$ cat config.mk
export PLATFORM = sky130hd
export DESIGN_NAME = reg_fifo_4x16
export DESIGN_NICKNAME = d
export VERILOG_FILES = /design/src/rtl/reg_fifo_4x16_pkg.sv /design/src/rtl/reg_fifo_4x16_reg16.sv /design/src/rtl/reg_fifo_4x16.sv
export SDC_FILE = /design/constraint.sdc
export NUM_CORES = 1
export LEC_CHECK = 0
export BUFFER_PORTS_ARGS = -buffer_cell sky130_fd_sc_hd__buf_2
export CORE_MARGIN = 2
export CORE_UTILIZATION = 50
export DETAILED_ROUTE_END_ITERATION = 6
export PLACE_DENSITY = 0.8
export SLEW_MARGIN = 20
export SYNTH_ARGS = -nofsm -noshare
export SYNTH_HDL_FRONTEND = slang
export SYNTH_SLANG_ARGS = --single-unit
export TNS_END_PERCENT = 1
$ cat constraint.sdc
create_clock -name clk -period 5.6 [get_ports clk]
set_input_delay 1.12 -clock clk [delete_from_list [all_inputs] [get_ports clk]]
set_output_delay 1.12 -clock clk [all_outputs]
set_load 0.05 [all_outputs]
$ cat src/rtl/reg_fifo_4x16_pkg.sv
// rtl/reg_fifo_4x16_pkg.sv - shared constants and types for the 4x16 register FIFO
//
// Purpose: the depth, pointer width and data width used by the RTL and the bench,
//          plus the word/pointer/count types and a wrapping pointer increment.
package reg_fifo_4x16_pkg;

  localparam int DEPTH  = 4;
  localparam int PTR_W  = 2;
  localparam int DATA_W = 16;
  localparam int CNT_W  = 3;

  typedef logic [DATA_W-1:0] data_t;
  typedef logic [PTR_W-1:0]  ptr_t;
  typedef logic [CNT_W-1:0]  cnt_t;

  // Power-of-two depth, so the natural overflow of the pointer gives 3->0 wrap.
  function automatic ptr_t ptr_inc(input ptr_t p);
    return p + ptr_t'(1);
  endfunction

endpackage

$ cat src/rtl/reg_fifo_4x16_reg16.sv
// rtl/reg_fifo_4x16_reg16.sv - one 16-bit storage entry with write enable
//
// Purpose: single FIFO storage word, cleared asynchronously by rst.
// Ports:
//   clk  - clock
//   rst  - asynchronous active-high reset, clears the word to zero
//   we_i - write enable; d_i is captured on the rising edge when high
//   d_i  - write data
//   q_o  - stored word
module reg16_ar
  import reg_fifo_4x16_pkg::*;
(
  input  logic              clk,
  input  logic              rst,
  input  logic              we_i,
  input  logic [DATA_W-1:0] d_i,
  output logic [DATA_W-1:0] q_o
);

  data_t word_q;
  data_t word_d;

  always_comb begin
    word_d = word_q;
    if (we_i) begin
      word_d = d_i;
    end
  end

  always_ff @(posedge clk or posedge rst) begin
    if (rst) begin
      word_q <= '0;
    end else begin
      word_q <= word_d;
    end
  end

  assign q_o = word_q;

endmodule

$ cat src/rtl/reg_fifo_4x16.sv
// rtl/reg_fifo_4x16.sv - 4-entry x 16-bit first-word-fall-through register FIFO
//
// Purpose: small FIFO with registered pointers/count, combinational head output
//          and a one-cycle error pulse for rejected requests.
// Ports:
//   clk     - clock
//   rst     - asynchronous active-high reset
//   inData  - write data
//   push    - write request
//   pop     - read request (consumes the head entry)
//   outData - head entry, zero when empty
//   empty   - no valid entries
//   full    - all four entries valid
//   count   - number of valid entries, 0..4
//   err     - registered pulse, high the cycle after a rejected push or pop
module reg_fifo_4x16
  import reg_fifo_4x16_pkg::*;
(
  input  logic              clk,
  input  logic              rst,
  input  logic [DATA_W-1:0] inData,
  input  logic              push,
  input  logic              pop,
  output logic [DATA_W-1:0] outData,
  output logic              empty,
  output logic              full,
  output logic [CNT_W-1:0]  count,
  output logic              err
);

  ptr_t  wr_ptr_q, wr_ptr_d;
  ptr_t  rd_ptr_q, rd_ptr_d;
  cnt_t  count_q,  count_d;
  logic  err_q,    err_d;

  logic  push_ok;
  logic  pop_ok;
  logic  empty_w;
  logic  full_w;

  data_t            entry_q [DEPTH];
  logic [DEPTH-1:0] entry_we;

  assign empty_w = (count_q == '0);
  assign full_w  = (count_q == cnt_t'(DEPTH));

  // A pop at full frees the head slot in the same edge, so a push alongside
  // it is still accepted. A pop at empty is never accepted, even with a push.
  assign pop_ok  = pop && !empty_w;
  assign push_ok = push && (!full_w || pop);

  // Storage: only the entry at the tail pointer is written on an accepted push.
  for (genvar i = 0; i < DEPTH; i++) begin : g_entry
    assign entry_we[i] = push_ok && (wr_ptr_q == ptr_t'(i));

    reg16_ar u_entry (
      .clk  (clk),
      .rst  (rst),
      .we_i (entry_we[i]),
      .d_i  (inData),
      .q_o  (entry_q[i])
    );
  end

  always_comb begin
    wr_ptr_d = wr_ptr_q;
    rd_ptr_d = rd_ptr_q;
    count_d  = count_q;
    err_d    = (push && !push_ok) || (pop && !pop_ok);

    if (push_ok) begin
      wr_ptr_d = ptr_inc(wr_ptr_q);
    end
    if (pop_ok) begin
      rd_ptr_d = ptr_inc(rd_ptr_q);
    end

    case ({push_ok, pop_ok})
      2'b10:   count_d = count_q + cnt_t'(1);
      2'b01:   count_d = count_q - cnt_t'(1);
      default: count_d = count_q;
    endcase
  end

  always_ff @(posedge clk or posedge rst) begin
    if (rst) begin
      wr_ptr_q <= '0;
      rd_ptr_q <= '0;
      count_q  <= '0;
      err_q    <= 1'b0;
    end else begin
      wr_ptr_q <= wr_ptr_d;
      rd_ptr_q <= rd_ptr_d;
      count_q  <= count_d;
      err_q    <= err_d;
    end
  end

  // Head word falls through directly; forced to zero so stale storage never shows.
  assign outData = empty_w ? '0 : entry_q[rd_ptr_q];
  assign empty   = empty_w;
  assign full    = full_w;
  assign count   = count_q;
  assign err     = err_q;

endmodule

Word-level counts from Yosys, hierarchy flattened
Index checks and enable logic that the tools add are counted.
{ "totals": {"reg_bits": 72, "input_bits": 20, "out_inout_bits": 22, "word_cells": 42} }
{ "classes": {"n_addsub": 4, "magnitude_cmp": 1, "n_eq_ne": 6, "muxes": 5, "n_bitwise": 1, "n_reduce_logical": 17} }
{ "op_table": {"columns": ["cell", "count"], "rows": [
  ["16-bit 2-to-1 mux", 3],
  ["16-bit binary-select mux with 2-bit select", 1],
  ["1-bit logical AND", 8],
  ["2-bit == test, second input constant", 3],
  ["3-bit case mux with 2 select lines", 1],
  ["2-bit by 1-bit adder with 2-bit output, second input constant", 2],
  ["2-bit by 1-bit == test with 1-bit output, second input constant", 2],
  ["1-bit logical NOT", 4],
  ["3-bit by 1-bit adder with 3-bit output, second input constant", 1],
  ["3-bit == test, second input constant", 1],
  ["3-bit greater-or-equal comparator, second input constant", 1],
  ["3-bit logical NOT", 1],
  ["2-bit inverter with 3-bit output", 1],
  ["3-bit by 1-bit subtractor with 3-bit output, second input constant", 1],
  ["2-bit logical NOT", 1],
  ["1-bit logical OR", 2],
  ["2-bit nonzero test", 1]
]} }

Logic depth before layout (Yosys ltp)
Gate-level depths: netlist of the first run.
{ "logic_depth": {"ltp_word": 7, "ltp_mapped": 8, "mapped_depth_nobuf": 8} }

Hierarchy
A second synthesis of the first run with hierarchy kept.
{ "hier_totals": {"hier_cells": 222, "hier_area_um2": 3593.4} }
{ "by_module_without_submodules": {"columns": ["module", "n_inst", "cells_each", "area_each_um2", "seq_area_each_um2"], "rows": [
  ["reg16_ar", 4, 35, 653.1, 400.4],
  ["reg_fifo_4x16", 1, 82, 980.9, 200.2]
]} }

Worst setup path after synthesis of the first run
OpenSTA, ideal clock, no wires.
{ "synth_path": {"path_kind": "reg-to-output", "startpoint": "register count_q[0] (netlist: count[0])", "endpoint": "output port outData[10]", "arrival_time_ns": 2.096, "required_ns": 4.480, "setup_slack_ns": 2.384, "path_stages_with_launch": 5, "n_path_buf": 2, "cell_sequence": "dfrtp_1 nor3_1 clkbuf_1 buf_2 nor2b_1"} }
{ "synth_via": {"elab_chain_cells": 2} }
{ "synth_lines": {"columns": ["element", "line_no", "rtl"], "rows": [
  ["start, declared", "reg_fifo_4x16.sv:33", "cnt_t count_q, count_d;"],
  ["start signal, assigned", "reg_fifo_4x16.sv:94", "count_q <= count_d;"],
  ["3-bit logical NOT", "reg_fifo_4x16.sv:44", "assign empty_w = (count_q == '0);"],
  ["net empty", "reg_fifo_4x16.sv:25", "output logic empty,"],
  ["16-bit 2-to-1 mux", "reg_fifo_4x16.sv:100", "assign outData = empty_w ? '0 : entry_q[rd_ptr_q];"],
  ["end, declared", "reg_fifo_4x16.sv:24", "output logic [DATA_W-1:0] outData,"]
]} }
The timed path passes the listed nets, and every way through them passes these cells.

Worst setup path in the final report of the first run
{ "layout_path": {"startpoint": "register rd_ptr_q[1]", "endpoint": "output port outData[14]"} }
{ "layout_via": {"elab_chain_cells": 5} }
{ "layout_lines": {"columns": ["element", "line_no", "rtl"], "rows": [
  ["start, declared", "reg_fifo_4x16.sv:32", "ptr_t rd_ptr_q, rd_ptr_d;"],
  ["start signal, assigned", "reg_fifo_4x16.sv:93", "rd_ptr_q <= rd_ptr_d;"],
  ["2-bit inverter with 3-bit output (not written as such)", "reg_fifo_4x16.sv:100", null],
  ["16-bit binary-select mux with 2-bit select", "reg_fifo_4x16.sv:100", null],
  ["16-bit 2-to-1 mux (not written as such) (2 in a row)", "reg_fifo_4x16.sv:100", null],
  ["16-bit 2-to-1 mux", "reg_fifo_4x16.sv:100", null]
]} }
No other way between the ends. The select of a mux whose other input is x is not followed.

==> summary.md, run 1 <==
| Metric | Value |
|---|---|
| Status | finished clean |
| # rows | 29 |
| Number of buffers added by the clock tree synthesis step | 9 |
| Length of routed met3 wiring | 197 um |
| Synthesized netlist cell count | 217 |
| Combined area of all synthesized cells | 0.00335 mm^2 |
| Total nets after synthesis | 243 |
| Via density per instance | 5.52 |
| Maximum buffer depth of the clock tree | 2 |
| Required time at the endpoint of the critical path | 4480 ps |
| Final period demand of the worst path | 3320 ps |
| Slew Viols, Final | 0 |
| Antenna violations before repair | 0 |
| First-pass iteration count of the detailed router | 5 |
| Synth top area share | 53.8% |
| Avg Synthesized Cell Area | 15.4 um^2 |
| Type of origin of the critical path | register |
| Depth of the CTS H-tree | 3 |
| Area delta synth->final | 14.0% |
| Count of flip-flops with a built-in enable after synthesis | 0 |
| CTS tree | built |
| Hold buffer count at cts | 0 |
| Die W | 85.8 um |
| Unrepaired setup endpoints after global routing | false |
| Number of unique standard cell types used by synthesis | 22 |
| Root cell of the clock tree | sky130_fd_sc_hd__clkbuf_8 |
| Via count | 1895 |
| DIE AREA | 0.00737 mm^2 |
| Hold/Removal Path Class | reg2reg |
| Share of the clock period used by the worst path | 59.2% |
| Detail Route met2 WL | 3.05 mm |
| Final setup TNS | 0 ps |
| Endpoints failing hold | 0 |
| Arrival time worst endpoint | 2200 ps |
| Ratio of cells with drive above 1 in the final layout | 55.3% |
| Wire length of the first global-routing pass | 10.1 mm |
| WS Path Type | reg2out |
| Total of max-cap violations | 0 |
| Final Net Count | 287 |
| Highest clock rate | 302 MHz |
| Synth cell count leaders | sky130_fd_sc_hd__dfrtp_1 (72), sky130_fd_sc_hd__mux2_2 (65), sky130_fd_sc_hd__nor2b_1 (17) |
| Sink Count | 72 |
| Diode insertion count for antenna repair | 0 |
| Post-cts repair resize count | 0 |
| Cell type of the slowest stage on the worst timing path | sky130_fd_sc_hd__dfrtp_1 |
| Stage delay of the slowest cell on the critical path | 890 ps |
| Max-Slew Margin vs Limit | 32.0% |
| Most area-consuming cells after synthesis | sky130_fd_sc_hd__dfrtp_1 (54%), sky130_fd_sc_hd__mux2_2 (22%), sky130_fd_sc_hd__mux4_2 (11%) |
| Routed metal-1 wire length | 2.80 mm |
| Clock slew seen by the registers of the worst setup and hold paths | 70 ps |
| Clock insertion delay at the later pin of the skew report | 340 ps |
| Filler cell count in the final layout | 499 |
| # setup viols final | 0 |
| Multi-input gate area in the final layout | 0.00146 mm^2 |
| Library cell with the largest summed area after synthesis | sky130_fd_sc_hd__dfrtp_1 |
| Post-DR wirelength/cell | 17.9 um |
| Total routing resource utilization after global routing | 18.3% |
| Most instantiated flip-flop cell in the synthesis netlist | sky130_fd_sc_hd__dfrtp_1 |
| Post-CTS setup buffer count | 0 |
| Remaining global-route overflow | 0 |
| Number of buffer cells added on primary ports | 41 |
| Maximum clock skew at final layout | 6.79 ps |
| Starting Density | 52.2% |
| Number of routed nets with antenna violations | 0 |
| DRC | 0 |
| DPL Wire Length | 3.83 mm |
| Async set-reset flop share out of synthesis | 100% |
| Slew at the pin closest to its max-slew limit | 1020 ps |
| Die height | 85.8 um |
| Top routing layer in use | met4 |
| Number of global-route vias before repair | 1970 |
| Critical-path maximum fanout | 17 |
| Sort of element at the end of the critical path | primary output |
| Pin count of the biggest net entering global routing | 61 |
| Cell chain of the critical path | mux4_2 -> nor2b_1 -> buf_2 |
| Area inside the core boundary | 0.00642 mm^2 |
| Yosys warns | 0 |
| Synthesized flop and latch total | 72 |
| Most common cell in the netlist | sky130_fd_sc_hd__dfrtp_1 |
| Boundary Pins | 42 |
| Register area share after synthesis | 53.8% |
| Initial detailed-routing violation count | 88 |
| Sequential Area | 0.00180 mm^2 |
| Routability-driven placement congestion ratio | 0.770 |
| Routed WL | 6.14 mm |
-- per-layer routing --
| metal | global-route usage (%) | vias up |
|---|---|---|
| met1 | 25.0 | 999 |
| met2 | 28.1 | 29 |
| met5 | 0 | - |
| li1 | - | 856 |
| met3 | 4.04 | 11 |
| met4 | 9.09 | 0 |
-- cell usage in the layout, fill, tap and decap left out, drive strengths merged --
cell type,instances
mux4,16
nor4b,1
inv,6
nor3b,1
xnor2,2
clkinv,1
nand2,7
fa,1
nand2b,1
ha,5
mux2,65
xor2,4
nor2,6
dfrtp,72
clkbuf,11
nor2b,17
nor3,1
mux2i,1
bufinv,2
clkinvlp,2
buf,43
o21ai,1
-- metrics by stage --
step	instances	utilization [%]	hold WS (ps)	setup slack (ps)	instance area [um^2]
after CTS	343	59.4	510	2030	3820
after floorplan	217	-	475	2380	3350
after detailed placement	327	56.0	492	2430	3600
final	343	59.5	506	2280	3820
after global routing	343	59.5	518	2210	3820
after global placement	327	56.0	483	2460	3600
-- registers in the layout (all words and copies together) (netlist names) --
| name | flops |
|---|---|
| wr_ptr_q | 2 |
| err | 1 |
| count | 3 |
| rd_ptr_q | 2 |
| g_entry.u_entry.q_o | 64 |
-- cell families after synthesis --
logic type,after synthesis,synth area share [%]
AO/OA/AOI/OAI,1,0.149
XOR/XNOR,6,1.57
AND/OR/NAND/NOR,34,6.20
buffers and inverters,16,2.91
multiplexers,82,32.9
flip-flops,72,53.8
adder cells (fa/ha/maj),6,2.47
-- worst max-delay path, delay by kind of cell, from the launching register on --
| kind | cells | cell delay, ps |
|---|---|---|
| DFF | 1 | 890 |
| buffers and inverters | 1 | 220 |
| muxes | 1 | 600 |
| and+or+nand+nor | 1 | 140 |
-- area by class of cell --
type | instances | share of cell area, %
Sequential cell | 72 | 47.2
Multi-Input combinational cell | 129 | 38.1
Clock inverter | 5 | 2.10
Inverter | 6 | 0.590
Timing Repair Buffer | 43 | 5.77
Clock buffer | 11 | 3.70
Tap cell | 77 | 2.52
-- path summary, 6_finish.rpt --
check / from / endpoint / slack, ps / depth (start not counted)
worst max-delay path: rd_ptr_q[1]$_DFFE_PP0P_ / outData[14] / 2280 / 3
worst min-delay path: g_entry[1].u_entry.q_o[7]$_DFFE_PP0P_ / g_entry[1].u_entry.q_o[7]$_DFFE_PP0P_ / 510 / 1
worst max register to register: count[0]$_DFFE_PP0P_ / count[2]$_DFFE_PP0P_ / 3260 / 8
worst min register to register: g_entry[1].u_entry.q_o[7]$_DFFE_PP0P_ / g_entry[1].u_entry.q_o[7]$_DFFE_PP0P_ / 510 / 1
max in group asynchronous: rst / rd_ptr_q[0]$_DFFE_PP0P_ / 3860 / 3
min in group asynchronous: rst / err$_DFF_PP0_ / 710 / 2
Power of run 1 is left out: the tool's default activity adds up to more than one toggle a clock period on the data nets, which glitch-free logic cannot reach.
==> run 2, diff against run 1 <==
Settings changed: PLACE_DENSITY 0.8 to 0.83.
Clock period 5.6 ns to 2.8 ns, I/O delays scaled along.
==> summary.md, run 2 (same netlist as run 1, synthesis figures left out) <==
| Metric | Value |
|---|---|
| Status | finished clean |
| Starting Density | 52.2% (unchanged) |
| # rows | 29 (unchanged) |
| Routability-driven placement congestion ratio | 0.781 (+1.4%) |
| Type of origin of the critical path | register |
| Stage delay of the slowest cell on the critical path | 660 ps (-230 ps) |
| Area delta synth->final | 15.5% |
| Ratio of cells with drive above 1 in the final layout | 56.4% (+1.1 points) |
| Area inside the core boundary | 0.00642 mm^2 (unchanged) |
| Boundary Pins | 42 (unchanged) |
| Post-DR wirelength/cell | 18.2 um (+1.7%) |
| Largest register FFs | 64 (unchanged) |
| Slew at the pin closest to its max-slew limit | 1010 ps (-7.22 ps) |
| Hold buffer count at cts | 0 (unchanged) |
| Number of buffers added by the clock tree synthesis step | 9 (unchanged) |
| Endpoints failing hold | 0 (unchanged) |
| Clock slew seen by the registers of the worst setup and hold paths | 80 ps (about the same) |
| Root cell of the clock tree | sky130_fd_sc_hd__clkbuf_8 |
| Via count | 1942 (+2.5%) |
| CTS tree | built |
| Slew Viols, Final | 0 (unchanged) |
| Post-CTS setup buffer count | 0 (unchanged) |
| WS Path Type | reg2out |
| Maximum clock skew at final layout | 10.8 ps (+4.02 ps) |
| Worst hold slack after final layout | 258 ps (-248 ps) |
| Remaining global-route overflow | 0 (unchanged) |
| Sink Count | 72 (unchanged) |
| DPL Wire Length | 4.24 mm (+11%) |
| Die W | 85.8 um (unchanged) |
| Total of max-cap violations | 0 (unchanged) |
| Most frequent standard cell in the layout excluding fill and tap cells | sky130_fd_sc_hd__dfrtp_1 |
| Initial detailed-routing violation count | 108 (+23%) |
| Cell type of the slowest stage on the worst timing path | sky130_fd_sc_hd__dfrtp_1 |
| Clock insertion delay at the later pin of the skew report | 350 ps (about the same) |
| Maximum buffer depth of the clock tree | 2 (unchanged) |
| Final instance count without filler cells | 350 (+2.0%) |
| Wire length of the first global-routing pass | 10.7 mm (+5.5%) |
| Post-cts repair resize count | 0 (unchanged) |
| Number of routed nets with antenna violations | 0 (unchanged) |
| Required time at the endpoint of the critical path | 2240 ps (-2240 ps) |
| Share of the clock period used by the worst path | 89.5% |
| Hold/Removal Path Class | in2async |
| Number of global-route vias before repair | 2128 (+8.0%) |
| # setup viols final | 0 (unchanged) |
| Max-Slew Margin vs Limit | 32.5% (+0.48 points) |
| Total routing resource utilization after global routing | 19.5% (+1.2 points) |
| Pin count of the biggest net entering global routing | 30 (-51%) |
| Number of buffer cells added on primary ports | 41 (unchanged) |
| Critical-path maximum fanout | 9 (-8) |
| Top library cells by usage in the layout, fill and taps aside | sky130_fd_sc_hd__dfrtp_1 (72), sky130_fd_sc_hd__mux2_2 (65), sky130_fd_sc_hd__buf_2 (41), sky130_fd_sc_hd__nor2b_1 (17), sky130_fd_sc_hd__mux4_2 (16) |
| Arrival time worst endpoint | 1950 ps (-250 ps) |
| Diode insertion count for antenna repair | 0 (unchanged) |
| Total buffers and inverters traversed by the critical path | 2 (+1) |
| # placed instances | 334 (+2.1%) |
| Depth of the CTS H-tree | 3 (unchanged) |
| Unrepaired setup endpoints after global routing | false |
| Cell chain of the critical path | buf_4 -> mux4_2 -> nor2b_1 -> buf_2 |
| Highest clock rate | 399 MHz |
| DRC | 0 (unchanged) |
| Final setup TNS | 0 ps (unchanged) |
| DIE AREA | 0.00737 mm^2 (unchanged) |
| Final Net Count | 294 (+2.4%) |
| First-pass iteration count of the detailed router | 7 (+2) |
| Sort of element at the end of the critical path | primary output |
| Die height | 85.8 um (unchanged) |
| Routed WL | 6.38 mm (+3.8%) |
| Via density per instance | 5.55 (+0.43%) |
| Final period demand of the worst path | 2510 ps |
| Family of cells with the greatest summed delay on the critical path | flip-flops |
| Antenna violations before repair | 0 (unchanged) |
run 2: cell types whose count changed in the layout (fill, tap and decap cells not counted), sizes merged:
cell	change
buf	+7
clkinvlp	+1
clkinv	+1
clkbuf	-2
run 2: metal layers:
layer	vias to the layer above	routed length (um)	GRT usage, %
met3	12	155	3.08
met1	1022	2800	25.2
met2	37	3280	32.0
met5	-	0	0
li1	871	-	-
met4	0	147	10.4
run 2: final cells by class:
type / count / area [um^2]
clock buffers: 9 / 124
clock inverters: 7 / 96.3
repair buffers: 50 / 273
inverters: 6 / 22.5
fillers: 492 / 2550
multi-input cells: 129 / 1460
flip-flops and latches: 72 / 1800
well taps: 77 / 96.3
run 2: worst paths after layout:
kind | start | endpoint | slack, ps | cells past startpoint
max | rd_ptr_q[1]$_DFFE_PP0P_ | outData[15] | 290 | 4
min | rst | err$_DFF_PP0_ | 260 | 2
max reg2reg | count[0]$_DFFE_PP0P_ | count[2]$_DFFE_PP0P_ | 500 | 8
min reg2reg | g_entry[3].u_entry.q_o[7]$_DFFE_PP0P_ | g_entry[3].u_entry.q_o[7]$_DFFE_PP0P_ | 510 | 1
max in group asynchronous | rst | g_entry[0].u_entry.q_o[14]$_DFFE_PP0P_ | 1790 | 3
min in group clk | inData[4] | g_entry[3].u_entry.q_o[4]$_DFFE_PP0P_ | 470 | 2
run 2: through the flow:
stage	cell area, um^2	util (%)	setup WS [ps]
floorplan	3350	-	144
global placement	3650	56.8	412
detailed placement	3650	56.8	346
CTS	3870	60.2	259
global route	3870	60.2	199
finish	3870	60.2	293
Power of run 2 is left out for the same reason.
